File: src/rtl/jtbubl_share_arb_pkg.sv
// rtl/jtbubl_share_arb_pkg.sv - shared types and constants for the work-RAM arbiter
package jtbubl_pkg;

    typedef enum logic [1:0] {
        IDLE = 2'd0,
        ACC  = 2'd1,
        RD   = 2'd2
    } state_t;

    localparam int         NREQ     = 3;
    localparam logic [1:0] REQ_MAIN = 2'd0;
    localparam logic [1:0] REQ_SUB  = 2'd1;
    localparam logic [1:0] REQ_MCU  = 2'd2;

    // Modulo-3 increment of a requester index
    function automatic logic [1:0] rr_next(input logic [1:0] i);
        return (i >= 2'd2) ? 2'd0 : i + 2'd1;
    endfunction

endpackage

File: src/rtl/jtbubl_share_arb_if.sv
// rtl/jtbubl_share_arb_if.sv - requester and RAM-side signal bundle for the arbiter
interface jtbubl_share_arb_if #(
    parameter int AW = 13,
    parameter int DW = 8
);
    logic          main_cs,   sub_cs,   mcu_cs;
    logic          main_wr,   sub_wr,   mcu_wr;
    logic [AW-1:0] main_addr, sub_addr, mcu_addr;
    logic [DW-1:0] main_dout, sub_dout, mcu_dout;
    logic [DW-1:0] main_q,    sub_q,    mcu_q;
    logic          main_wait_n, sub_wait_n, mcu_wait_n;
    logic [AW-1:0] ram_addr;
    logic [DW-1:0] ram_din;
    logic          ram_we;
    logic [DW-1:0] ram_q;

    modport master (
        output main_cs, sub_cs, mcu_cs,
        output main_wr, sub_wr, mcu_wr,
        output main_addr, sub_addr, mcu_addr,
        output main_dout, sub_dout, mcu_dout,
        output ram_q,
        input  main_q, sub_q, mcu_q,
        input  main_wait_n, sub_wait_n, mcu_wait_n,
        input  ram_addr, ram_din, ram_we
    );

    modport slave (
        input  main_cs, sub_cs, mcu_cs,
        input  main_wr, sub_wr, mcu_wr,
        input  main_addr, sub_addr, mcu_addr,
        input  main_dout, sub_dout, mcu_dout,
        input  ram_q,
        output main_q, sub_q, mcu_q,
        output main_wait_n, sub_wait_n, mcu_wait_n,
        output ram_addr, ram_din, ram_we
    );
endinterface

File: src/rtl/jtbubl_share_arb_rr3.sv
// rtl/jtbubl_share_arb_rr3.sv - combinational 3-way round-robin picker
module jtbubl_rr3
    import jtbubl_pkg::*;
(
    input  logic [NREQ-1:0] pend,
    input  logic [1:0]      ptr,
    output logic [1:0]      gnt,
    output logic            any
);
    logic [1:0] c0, c1, c2;
    logic [3:0] p4;

    assign c0  = ptr;
    assign c1  = rr_next(c0);
    assign c2  = rr_next(c1);
    assign p4  = {1'b0, pend};
    assign any = |pend;

    // Later assignments win, so the candidate nearest ptr has priority
    always_comb begin
        gnt = c0;
        if (p4[c2]) gnt = c2;
        if (p4[c1]) gnt = c1;
        if (p4[c0]) gnt = c0;
    end
endmodule

File: src/rtl/jtbubl_share_arb.sv
// rtl/jtbubl_share_arb.sv - time-shares one single-port work RAM among main, sub and MCU
module jtbubl_share_arb
    import jtbubl_pkg::*;
#(
    parameter int AW = 13,
    parameter int DW = 8
) (
    input  logic              clk24,
    input  logic              rst,
    jtbubl_share_arb_if.slave bus
);
    logic [NREQ-1:0] cs, wr, pend, done;
    logic [AW-1:0]   addr_a [NREQ];
    logic [DW-1:0]   dout_a [NREQ];
    logic [DW-1:0]   q_r    [NREQ];

    state_t          state;
    logic [1:0]      ptr, gsel, gnt;
    logic            any;
    logic [AW-1:0]   ram_addr_r;
    logic [DW-1:0]   ram_din_r;
    logic            ram_we_r;

    assign cs[REQ_MAIN]     = bus.main_cs;
    assign cs[REQ_SUB]      = bus.sub_cs;
    assign cs[REQ_MCU]      = bus.mcu_cs;
    assign wr[REQ_MAIN]     = bus.main_wr;
    assign wr[REQ_SUB]      = bus.sub_wr;
    assign wr[REQ_MCU]      = bus.mcu_wr;
    assign addr_a[REQ_MAIN] = bus.main_addr;
    assign addr_a[REQ_SUB]  = bus.sub_addr;
    assign addr_a[REQ_MCU]  = bus.mcu_addr;
    assign dout_a[REQ_MAIN] = bus.main_dout;
    assign dout_a[REQ_SUB]  = bus.sub_dout;
    assign dout_a[REQ_MCU]  = bus.mcu_dout;

    // Stall is combinational so the CPU is held in the very cycle cs rises
    assign pend = cs & ~done;

    assign bus.main_wait_n = ~pend[REQ_MAIN];
    assign bus.sub_wait_n  = ~pend[REQ_SUB];
    assign bus.mcu_wait_n  = ~pend[REQ_MCU];
    assign bus.main_q      = q_r[REQ_MAIN];
    assign bus.sub_q       = q_r[REQ_SUB];
    assign bus.mcu_q       = q_r[REQ_MCU];
    assign bus.ram_addr    = ram_addr_r;
    assign bus.ram_din     = ram_din_r;
    assign bus.ram_we      = ram_we_r;

    jtbubl_rr3 u_rr3 (
        .pend (pend),
        .ptr  (ptr),
        .gnt  (gnt),
        .any  (any)
    );

    always_ff @(posedge clk24) begin
        if (rst) begin
            state      <= IDLE;
            ptr        <= REQ_MAIN;
            gsel       <= REQ_MAIN;
            done       <= '0;
            ram_we_r   <= 1'b0;
            ram_addr_r <= '0;
            ram_din_r  <= '0;
            for (int i = 0; i < NREQ; i++) q_r[i] <= '0;
        end else begin
            for (int i = 0; i < NREQ; i++) begin
                if (!cs[i]) done[i] <= 1'b0;
            end
            case (state)
                IDLE: begin
                    if (any) begin
                        gsel       <= gnt;
                        ram_addr_r <= addr_a[gnt];
                        ram_din_r  <= dout_a[gnt];
                        ram_we_r   <= wr[gnt];
                        state      <= ACC;
                    end else begin
                        ram_we_r   <= 1'b0;
                    end
                end
                ACC: begin
                    // ram_we_r still holds the granted direction here
                    if (ram_we_r) begin
                        if (cs[gsel]) done[gsel] <= 1'b1;
                        ram_we_r <= 1'b0;
                        ptr      <= rr_next(gsel);
                        state    <= IDLE;
                    end else begin
                        state    <= RD;
                    end
                end
                RD: begin
                    q_r[gsel] <= bus.ram_q;
                    if (cs[gsel]) done[gsel] <= 1'b1;
                    ptr       <= rr_next(gsel);
                    state     <= IDLE;
                end
                default: state <= IDLE;
            endcase
        end
    end
endmodule

File: src/flat_wrapper.sv
// flat-port wrapper written by rule: the top's interface ports become plain ports
module jtbubl_share_arb_flat import jtbubl_pkg::*;
#(
    parameter int AW = 13,
    parameter int DW = 8
)
  (clk24, rst, bus_main_cs, bus_sub_cs, bus_mcu_cs, bus_main_wr, bus_sub_wr, bus_mcu_wr, bus_main_addr, bus_sub_addr, bus_mcu_addr, bus_main_dout, bus_sub_dout, bus_mcu_dout, bus_ram_q, bus_main_q, bus_sub_q, bus_mcu_q, bus_main_wait_n, bus_sub_wait_n, bus_mcu_wait_n, bus_ram_addr, bus_ram_din, bus_ram_we);
  jtbubl_share_arb_if #(.AW(AW), .DW(DW)) bus_i ();
  input  logic clk24;
  input  logic rst;
  input wire logic [$bits(bus_i.main_cs)-1:0] bus_main_cs;
  input wire logic [$bits(bus_i.sub_cs)-1:0] bus_sub_cs;
  input wire logic [$bits(bus_i.mcu_cs)-1:0] bus_mcu_cs;
  input wire logic [$bits(bus_i.main_wr)-1:0] bus_main_wr;
  input wire logic [$bits(bus_i.sub_wr)-1:0] bus_sub_wr;
  input wire logic [$bits(bus_i.mcu_wr)-1:0] bus_mcu_wr;
  input wire logic [$bits(bus_i.main_addr)-1:0] bus_main_addr;
  input wire logic [$bits(bus_i.sub_addr)-1:0] bus_sub_addr;
  input wire logic [$bits(bus_i.mcu_addr)-1:0] bus_mcu_addr;
  input wire logic [$bits(bus_i.main_dout)-1:0] bus_main_dout;
  input wire logic [$bits(bus_i.sub_dout)-1:0] bus_sub_dout;
  input wire logic [$bits(bus_i.mcu_dout)-1:0] bus_mcu_dout;
  input wire logic [$bits(bus_i.ram_q)-1:0] bus_ram_q;
  output wire logic [$bits(bus_i.main_q)-1:0] bus_main_q;
  output wire logic [$bits(bus_i.sub_q)-1:0] bus_sub_q;
  output wire logic [$bits(bus_i.mcu_q)-1:0] bus_mcu_q;
  output wire logic [$bits(bus_i.main_wait_n)-1:0] bus_main_wait_n;
  output wire logic [$bits(bus_i.sub_wait_n)-1:0] bus_sub_wait_n;
  output wire logic [$bits(bus_i.mcu_wait_n)-1:0] bus_mcu_wait_n;
  output wire logic [$bits(bus_i.ram_addr)-1:0] bus_ram_addr;
  output wire logic [$bits(bus_i.ram_din)-1:0] bus_ram_din;
  output wire logic [$bits(bus_i.ram_we)-1:0] bus_ram_we;
  assign bus_i.main_cs = bus_main_cs;
  assign bus_i.sub_cs = bus_sub_cs;
  assign bus_i.mcu_cs = bus_mcu_cs;
  assign bus_i.main_wr = bus_main_wr;
  assign bus_i.sub_wr = bus_sub_wr;
  assign bus_i.mcu_wr = bus_mcu_wr;
  assign bus_i.main_addr = bus_main_addr;
  assign bus_i.sub_addr = bus_sub_addr;
  assign bus_i.mcu_addr = bus_mcu_addr;
  assign bus_i.main_dout = bus_main_dout;
  assign bus_i.sub_dout = bus_sub_dout;
  assign bus_i.mcu_dout = bus_mcu_dout;
  assign bus_i.ram_q = bus_ram_q;
  assign bus_main_q = bus_i.main_q;
  assign bus_sub_q = bus_i.sub_q;
  assign bus_mcu_q = bus_i.mcu_q;
  assign bus_main_wait_n = bus_i.main_wait_n;
  assign bus_sub_wait_n = bus_i.sub_wait_n;
  assign bus_mcu_wait_n = bus_i.mcu_wait_n;
  assign bus_ram_addr = bus_i.ram_addr;
  assign bus_ram_din = bus_i.ram_din;
  assign bus_ram_we = bus_i.ram_we;
  jtbubl_share_arb #(.AW(AW), .DW(DW)) u_core (.clk24(clk24), .rst(rst), .bus(bus_i));
endmodule
File: config.mk
export PLATFORM = sky130hd
export DESIGN_NAME = jtbubl_share_arb_flat
export DESIGN_NICKNAME = d
export VERILOG_FILES = /design/src/rtl/jtbubl_share_arb_pkg.sv /design/src/rtl/jtbubl_share_arb_if.sv /design/src/rtl/jtbubl_share_arb_rr3.sv /design/src/rtl/jtbubl_share_arb.sv /design/src/flat_wrapper.sv
export SDC_FILE = /design/constraint.sdc
export NUM_CORES = 1
export LEC_CHECK = 0
export CAP_MARGIN = 20
export CORE_AREA = 4 4 84 86
export CTS_BUF_LIST = sky130_fd_sc_hd__clkbuf_8 sky130_fd_sc_hd__clkbuf_16
export CTS_CLUSTER_SIZE = 12
export DETAILED_ROUTE_END_ITERATION = 10
export DIE_AREA = 0 0 88 90
export PLACE_DENSITY_LB_ADDON = 0.3
export SLEW_MARGIN = 10
export SYNTH_ARGS = -nofsm -noshare
export SYNTH_HDL_FRONTEND = slang
export SYNTH_SLANG_ARGS = --single-unit
File: constraint.sdc
create_clock -name clk24 -period 2.4 [get_ports clk24]
set_input_delay 0.72 -clock clk24 [delete_from_list [all_inputs] [get_ports clk24]]
set_output_delay 0.72 -clock clk24 [all_outputs]
set_load 0.01 [all_outputs]
After elaboration in Yosys (flattened, before gate mapping)
Memories as Yosys holds them, arrays and structs flattened.
Cells that the tools add are included.
{"block": "word_totals", "inputBits": 79, "memories": 1, "regBits": 31, "elab_cells": 88, "output_inout_bits": 49, "mem_bits_rw": 24}
{"name": "u_core.q_r", "words": 3, "width": 8, "rd": 3, "rd_clocked_by_memory_dff": 0, "write_ports": 3, "line": "jtbubl_share_arb.sv:15", "rtl": "logic [DW-1:0] q_r [NREQ];"}
{"block": "op_classes", "bitwise": 7, "n_eq_ne": 4, "order_cmp": 10, "reduce_logical": 8, "n_mux": 48, "add_sub_neg": 3}
{"cell": "binary-select mux 13 bit (select 2 bit)", "count": 1}
{"cell": "2-to-1 mux 13 bit", "count": 2}
{"cell": "2-to-1 mux 8 bit", "count": 3}
{"cell": "2-to-1 mux 2 bit", "count": 10}
{"cell": "2-to-1 mux 1 bit", "count": 19}
{"cell": "binary-select mux 8 bit (select 2 bit)", "count": 1}
{"cell": "less-than comparator 2 x 3 -> 1 bit, second input constant", "count": 5}
{"cell": "binary-select mux 1 bit (select 2 bit)", "count": 5}
{"cell": "one-hot mux 2 bit (2 select lines)", "count": 2}
{"cell": "OR reduction 8 bit", "count": 1}
{"cell": "adder 2 x 1 -> 2 bit, second input constant", "count": 3}
{"cell": "greater-or-equal comparator 2 bit, second input constant", "count": 3}
{"cell": "2-to-1 mux 3 bit", "count": 2}
{"cell": "one-hot mux 3 bit (2 select lines)", "count": 1}
{"cell": "!= test 2 x 1 -> 1 bit, second input constant", "count": 2}
{"cell": "AND reduction 2 bit", "count": 2}
{"cell": "nonzero test 2 bit", "count": 2}
{"cell": "bitwise AND 3 bit", "count": 1}
{"cell": "greater-or-equal comparator 3 bit, second input constant", "count": 1}
{"cell": "inverter 1 bit", "count": 3}
{"cell": "inverter 2 -> 3 bit", "count": 1}
{"cell": "inverter 3 bit", "count": 1}
{"cell": "OR 3 bit", "count": 1}
{"cell": "OR reduction 3 bit", "count": 1}
{"cell": "7 further kinds", "count": 7}

Longest topological paths before layout
{"block": "depth", "depth_word": 13, "depth_mapped": 7, "ltp_nobuf": 6}

Hierarchy
From an unflattened synthesis, not the netlist that was laid out.
{"block": "unflattened", "hier_cells": 240, "hier_area_um2": 2640.0}
{"mod": "jtbubl_share_arb", "n_inst": 1, "seq_area_each_um2": 1341.3, "cells_each": 230, "area_each_um2": 2570.0}
{"mod": "jtbubl_rr3", "n_inst": 1, "seq_area_each_um2": 0.0, "cells_each": 10, "area_each_um2": 70.1}

Worst setup path before layout
Ideal clock, no wire load.
{"block": "synth_timing", "kind": "input -> register", "start": "input port bus_mcu_cs", "end": "register u_core.ram_addr_r[12], in the netlist u_core.bus.ram_addr[12]", "path_slack_ns": 0.432, "n_path_buf": 1, "t_required_ns": 2.272, "stages": 7, "t_arrival_ns": 1.841, "cell_sequence": "nor2b_4 inv_2 o211a_1 a21oi_4 buf_8 mux2i_1 o21ai_1"}
{"block": "synth_between", "elab_chain_cells": 10, "elab_cells_between_ends": 16, "classes_between": "12 x mux; 2 x bitwise; 2 x reduce/logical"}
{"element": "start, declared", "line": "flat_wrapper.sv:13", "rtl": "input wire logic [$bits(bus_i.mcu_cs)-1:0] bus_mcu_cs;"}
{"element": "bitwise AND 3 bit *", "line": "jtbubl_share_arb.sv:38", "rtl": "assign pend = cs & ~done;"}
{"element": "binary-select mux 1 bit (select 2 bit)", "line": "jtbubl_share_arb_rr3.sv:22", "rtl": "if (p4[c2]) gnt = c2;"}
{"element": "2-to-1 mux 1 bit (implied by the code)", "line": "jtbubl_share_arb_rr3.sv:22"}
{"element": "2-to-1 mux 2 bit", "line": "jtbubl_share_arb_rr3.sv:22"}
{"element": "2-to-1 mux 2 bit", "line": "jtbubl_share_arb_rr3.sv:23", "rtl": "if (p4[c1]) gnt = c1;"}
{"element": "2-to-1 mux 2 bit", "line": "jtbubl_share_arb_rr3.sv:24", "rtl": "if (p4[c0]) gnt = c0;"}
{"element": "inverter 2 -> 3 bit (implied by the code)", "line": "jtbubl_share_arb.sv:75", "rtl": "ram_addr_r <= addr_a[gnt];"}
{"element": "binary-select mux 13 bit (select 2 bit)", "line": "jtbubl_share_arb.sv:75"}
{"element": "2-to-1 mux 13 bit (implied by the code) (2 in a row)", "line": "jtbubl_share_arb.sv:75"}
{"element": "end signal, assigned", "line": "jtbubl_share_arb.sv:75"}
{"element": "end, declared", "line": "jtbubl_share_arb.sv:20", "rtl": "logic [AW-1:0] ram_addr_r;"}
Every way passes the cells marked *; elsewhere a longest branch is shown, timed or not. The select of a mux whose other input is x is not followed.
A chain may end at the register's enable or synchronous reset.

Worst setup path in the final report
{"block": "layout_timing", "start": "input port bus_mcu_cs", "end": "output port bus_mcu_wait_n"}
{"block": "layout_between", "elab_chain_cells": 2}
{"element": "bitwise AND 3 bit", "line": "jtbubl_share_arb.sv:38"}
{"element": "inverter 1 bit", "line": "jtbubl_share_arb.sv:42", "rtl": "assign bus.mcu_wait_n = ~pend[REQ_MCU];"}
{"element": "end, declared", "line": "flat_wrapper.sv:29", "rtl": "output wire logic [$bits(bus_i.mcu_wait_n)-1:0] bus_mcu_wait_n;"}
Every way passes these cells.

==> summary.md <==
| Metric | Value |
|---|---|
| Status | finished clean |
| First-pass detailed-route iteration total | 4 |
| First-pass GRT wire length | 11000 µm |
| Worst vdd ir | approximately 0.26 mV |
| DR WL/cell | around 16 µm |
| Cts bufs inserted | 5 |
| Register area share after synthesis | 0.542 |
| Leakage | about 1.7 nW |
| Hold Path Cell Cnt | 2 |
| Starting Density | 0.394 |
| Hold Crit Start | u_core.state[1] |
| Finished Core Util | 0.650 |
| Cells after synthesis | between 200 and 250 |
| Gr usage total | 0.175 |
| Critical path fanouts, max | 2 |
| IO buf count | 127 |
| # IOs | 128 |
| Htree depth | 2 |
| Core Region | roughly 6300 µm² |
| Seq cells post-synth | between 50 and 60 |
| Vias per cell | around 5.1 |
| Ant diodes | 0 |
| Vias in the first global route | ~2300 |
| Die X | a little under 90 µm |
| Post CTS Setup Buffer Count | 0 |
| Crit Reg-Reg Endpoint | u_core.bus.ram_addr[3] |
| Pre-CTS WS | -0.246 ns |
| Final Hold Fails | 0 |
| Async SR Flop Fraction | 0 |
| Yosys warns | 0 |
| Critical path class | input pin to output port |
| Starting DRC count in detailed routing | 90 |
| Fin crit share | 0.980 |
| Hold buffers post-CTS | 0 |
| Setup-failing EPs final | 0 |
| Worst setup EP type | output port |
| Clk pin slew, worst setup/hold paths | around 0.090 ns |
| P&R area growth vs syn | 64.8% |
| # DRC | 0 |
| Fill count | 530 |
| TritonCTS clock tree | built |
| Worst Slack Setup Final | between 0.04 and 0.05 ns |
| Nets | around 450 |
| Root Buffer | clkbuf_8 |
| Detail Route Antenna Nets | 0 |
| Worst hold path endpoint | u_core.state[1] |
| Commonest non-fill, non-tap cell in the layout | clkdlybuf4s50_1 |
| Count of cell types in the netlist | 40 |
| Layout cells sized above 1 | 0.0978 |
| FF-to-FF Start | u_core.done[2] |
| Period minus WS final | ~2.4 ns |
| Reg-to-reg setup timing slack | around 0.72 ns |
| Final WL | 6950 µm |
| Die Y | around 90 µm |
| Post-synth top flop | dfxtp_1 |
| Cell area power density | approximately 560 nW/µm² |
| RSZ-0062 raised after global routing | no |
| Max-cap violation count | 0 |
| Post-synth EDFFs | 24 |
| Worst EP arrival | ~1.6 ns |
| Worst path required time | around 1.7 ns |
| DR vias | ~2300 |
| DIE AREA | 7920 µm² |
| Syn_area_per_cell | roughly 11 µm² |
| Pin count of the biggest net entering global routing | 22 |
| # clock sinks | 55 |
| Skew final | between 0.006 and 0.007 ns |
| Syn Std Cell Area | 2470 µm² |
| Fmax | approximately 430 MHz |
| Slew Viols, Final | 0 |
| GPL Wtd Cong | ~0.80 |
| Slew margin rel. | 0.712 |
| Max Buffers Root-to-Sink | 2 |
| Worst-Skew Late Latency | 0.30 ns |
| Syn_nets | a little over 300 |
| Cells on worst reg2reg path | 8 |
| Initial antenna violation count | 0 |
| Hold crit path type | register to register |
| DP Wirelength | ~5500 µm |
| Num rows | 29 |
| Most frequent cells in the layout | clkdlybuf4s50_1, dfxtp_1, and2_1, edfxtp_1, mux2i_1 |
| Total gr overflow | 0 |
| CP Launch Type | input pin |
| Worst-Margin Slew | 0.427 ns |
## layout make-up
| class | count | area [µm²] | share of cell area |
|---|---|---|---|
| Timing Repair Buffer | 149 | 1460 | 0.357 |
| Tap cell | 77 | 96.3 | 0.0236 |
| Sequential cell | 55 | 1340 | 0.329 |
| Multi-Input combinational cell | 151 | 1050 | 0.259 |
| Clock inverter | 3 | 41.3 | 0.0101 |
| Inverter | 5 | 18.8 | 0.00460 |
| Clock buffer | 5 | 68.8 | 0.0169 |
## critical path, cell delays in order
cell and delay, ns:
clkdlybuf4s50_1 0.49, nor2b_4 0.16, inv_2 0.04, clkdlybuf4s15_1 0.22
## report_power, final
group | switching, mW | internal, mW | total, mW | leakage, nW
combinational | 0.242 | 0.356 | 0.598 | 1.10
sequential | 0.0458 | 1.06 | 1.10 | 0.503
clock | 0.295 | 0.307 | 0.602 | 0.0556
total | 0.582 | 1.72 | 2.30 | 1.66
## logic make-up after synthesis
kind of cell	after synthesis	share of synthesized area
AO/OA/AOI/OAI	64	0.174
AND/OR/NAND/NOR	61	0.145
flip-flops	55	0.542
multiplexers	23	0.0931
buffers and inverters	14	0.0314
adder cells (fa/ha/maj)	3	0.0152
## state kept, by name, summed over array words and instances (netlist names)
name,count
u_core.state,2
u_core.q_r,24
u_core.bus.ram_addr,13
u_core.gsel,2
u_core.bus.ram_we,1
u_core.bus.ram_din,8
u_core.ptr,2
u_core.done,3
## routing by layer
layer	wire (µm)	track usage	vias up
met2	3430	0.302	119
met3	732	0.0484	10
li1	-	-	1102
met4	97	0.0563	0
met1	2690	0.205	1027
met5	0	0	-
## how the worst max path moves through the flow
stage,depth (start not counted),from,slack [ns],endpoint
3_3_place_gp,4,bus_main_cs,-0.22,bus_main_wait_n
3_5_place_dp,4,bus_main_cs,-0.25,bus_main_wait_n
2_1_floorplan,7,bus_mcu_cs,0.43,u_core.bus.ram_addr[12]
5_1_grt,4,bus_mcu_cs,0.003,bus_mcu_wait_n
6_report,4,bus_mcu_cs,0.05,bus_mcu_wait_n
4_1_cts,4,bus_sub_cs,0.02,bus_sub_wait_n
## per-stage QoR
| step | hold WS, ns | power (mW) | TNS [ns] | area, µm² | std cells |
|---|---|---|---|---|---|
| 4_1_cts | 0.499 | 2.33 | 0 | 4080 | 445 |
| 3_5_place_dp | 0.475 | 1.73 | -4.33 | 3970 | 437 |
| 6_report | 0.496 | 2.30 | 0 | 4080 | 445 |
| 2_1_floorplan | 0.463 | 1.36 | 0 | 2470 | 220 |
| 3_3_place_gp | 0.465 | 1.71 | -3.31 | 3970 | 437 |
| 5_1_grt | 0.530 | 2.41 | 0 | 4080 | 445 |
## cells in the mapped netlist (all sizes together) (4+ instances only)
cell	number	area [µm²]
dfxtp	31	621
and2	24	150
edfxtp	24	721
o21ai	24	120
mux2i	23	230
a22oi	21	158
nor2	12	45.0
a21oi	6	41.3
clkbuf	5	18.8
inv	5	18.8
nand2b	5	31.3
buf	4	40.0
o211a	4	40.0
## what timing repair did
action	CTS	global route
gates resized for setup	5	2
pin swaps	0	0
endpoints found under the setup margin	3	2
endpoints found under the hold margin	0	0
No activity file was read; power rests on OpenSTA's default activity.
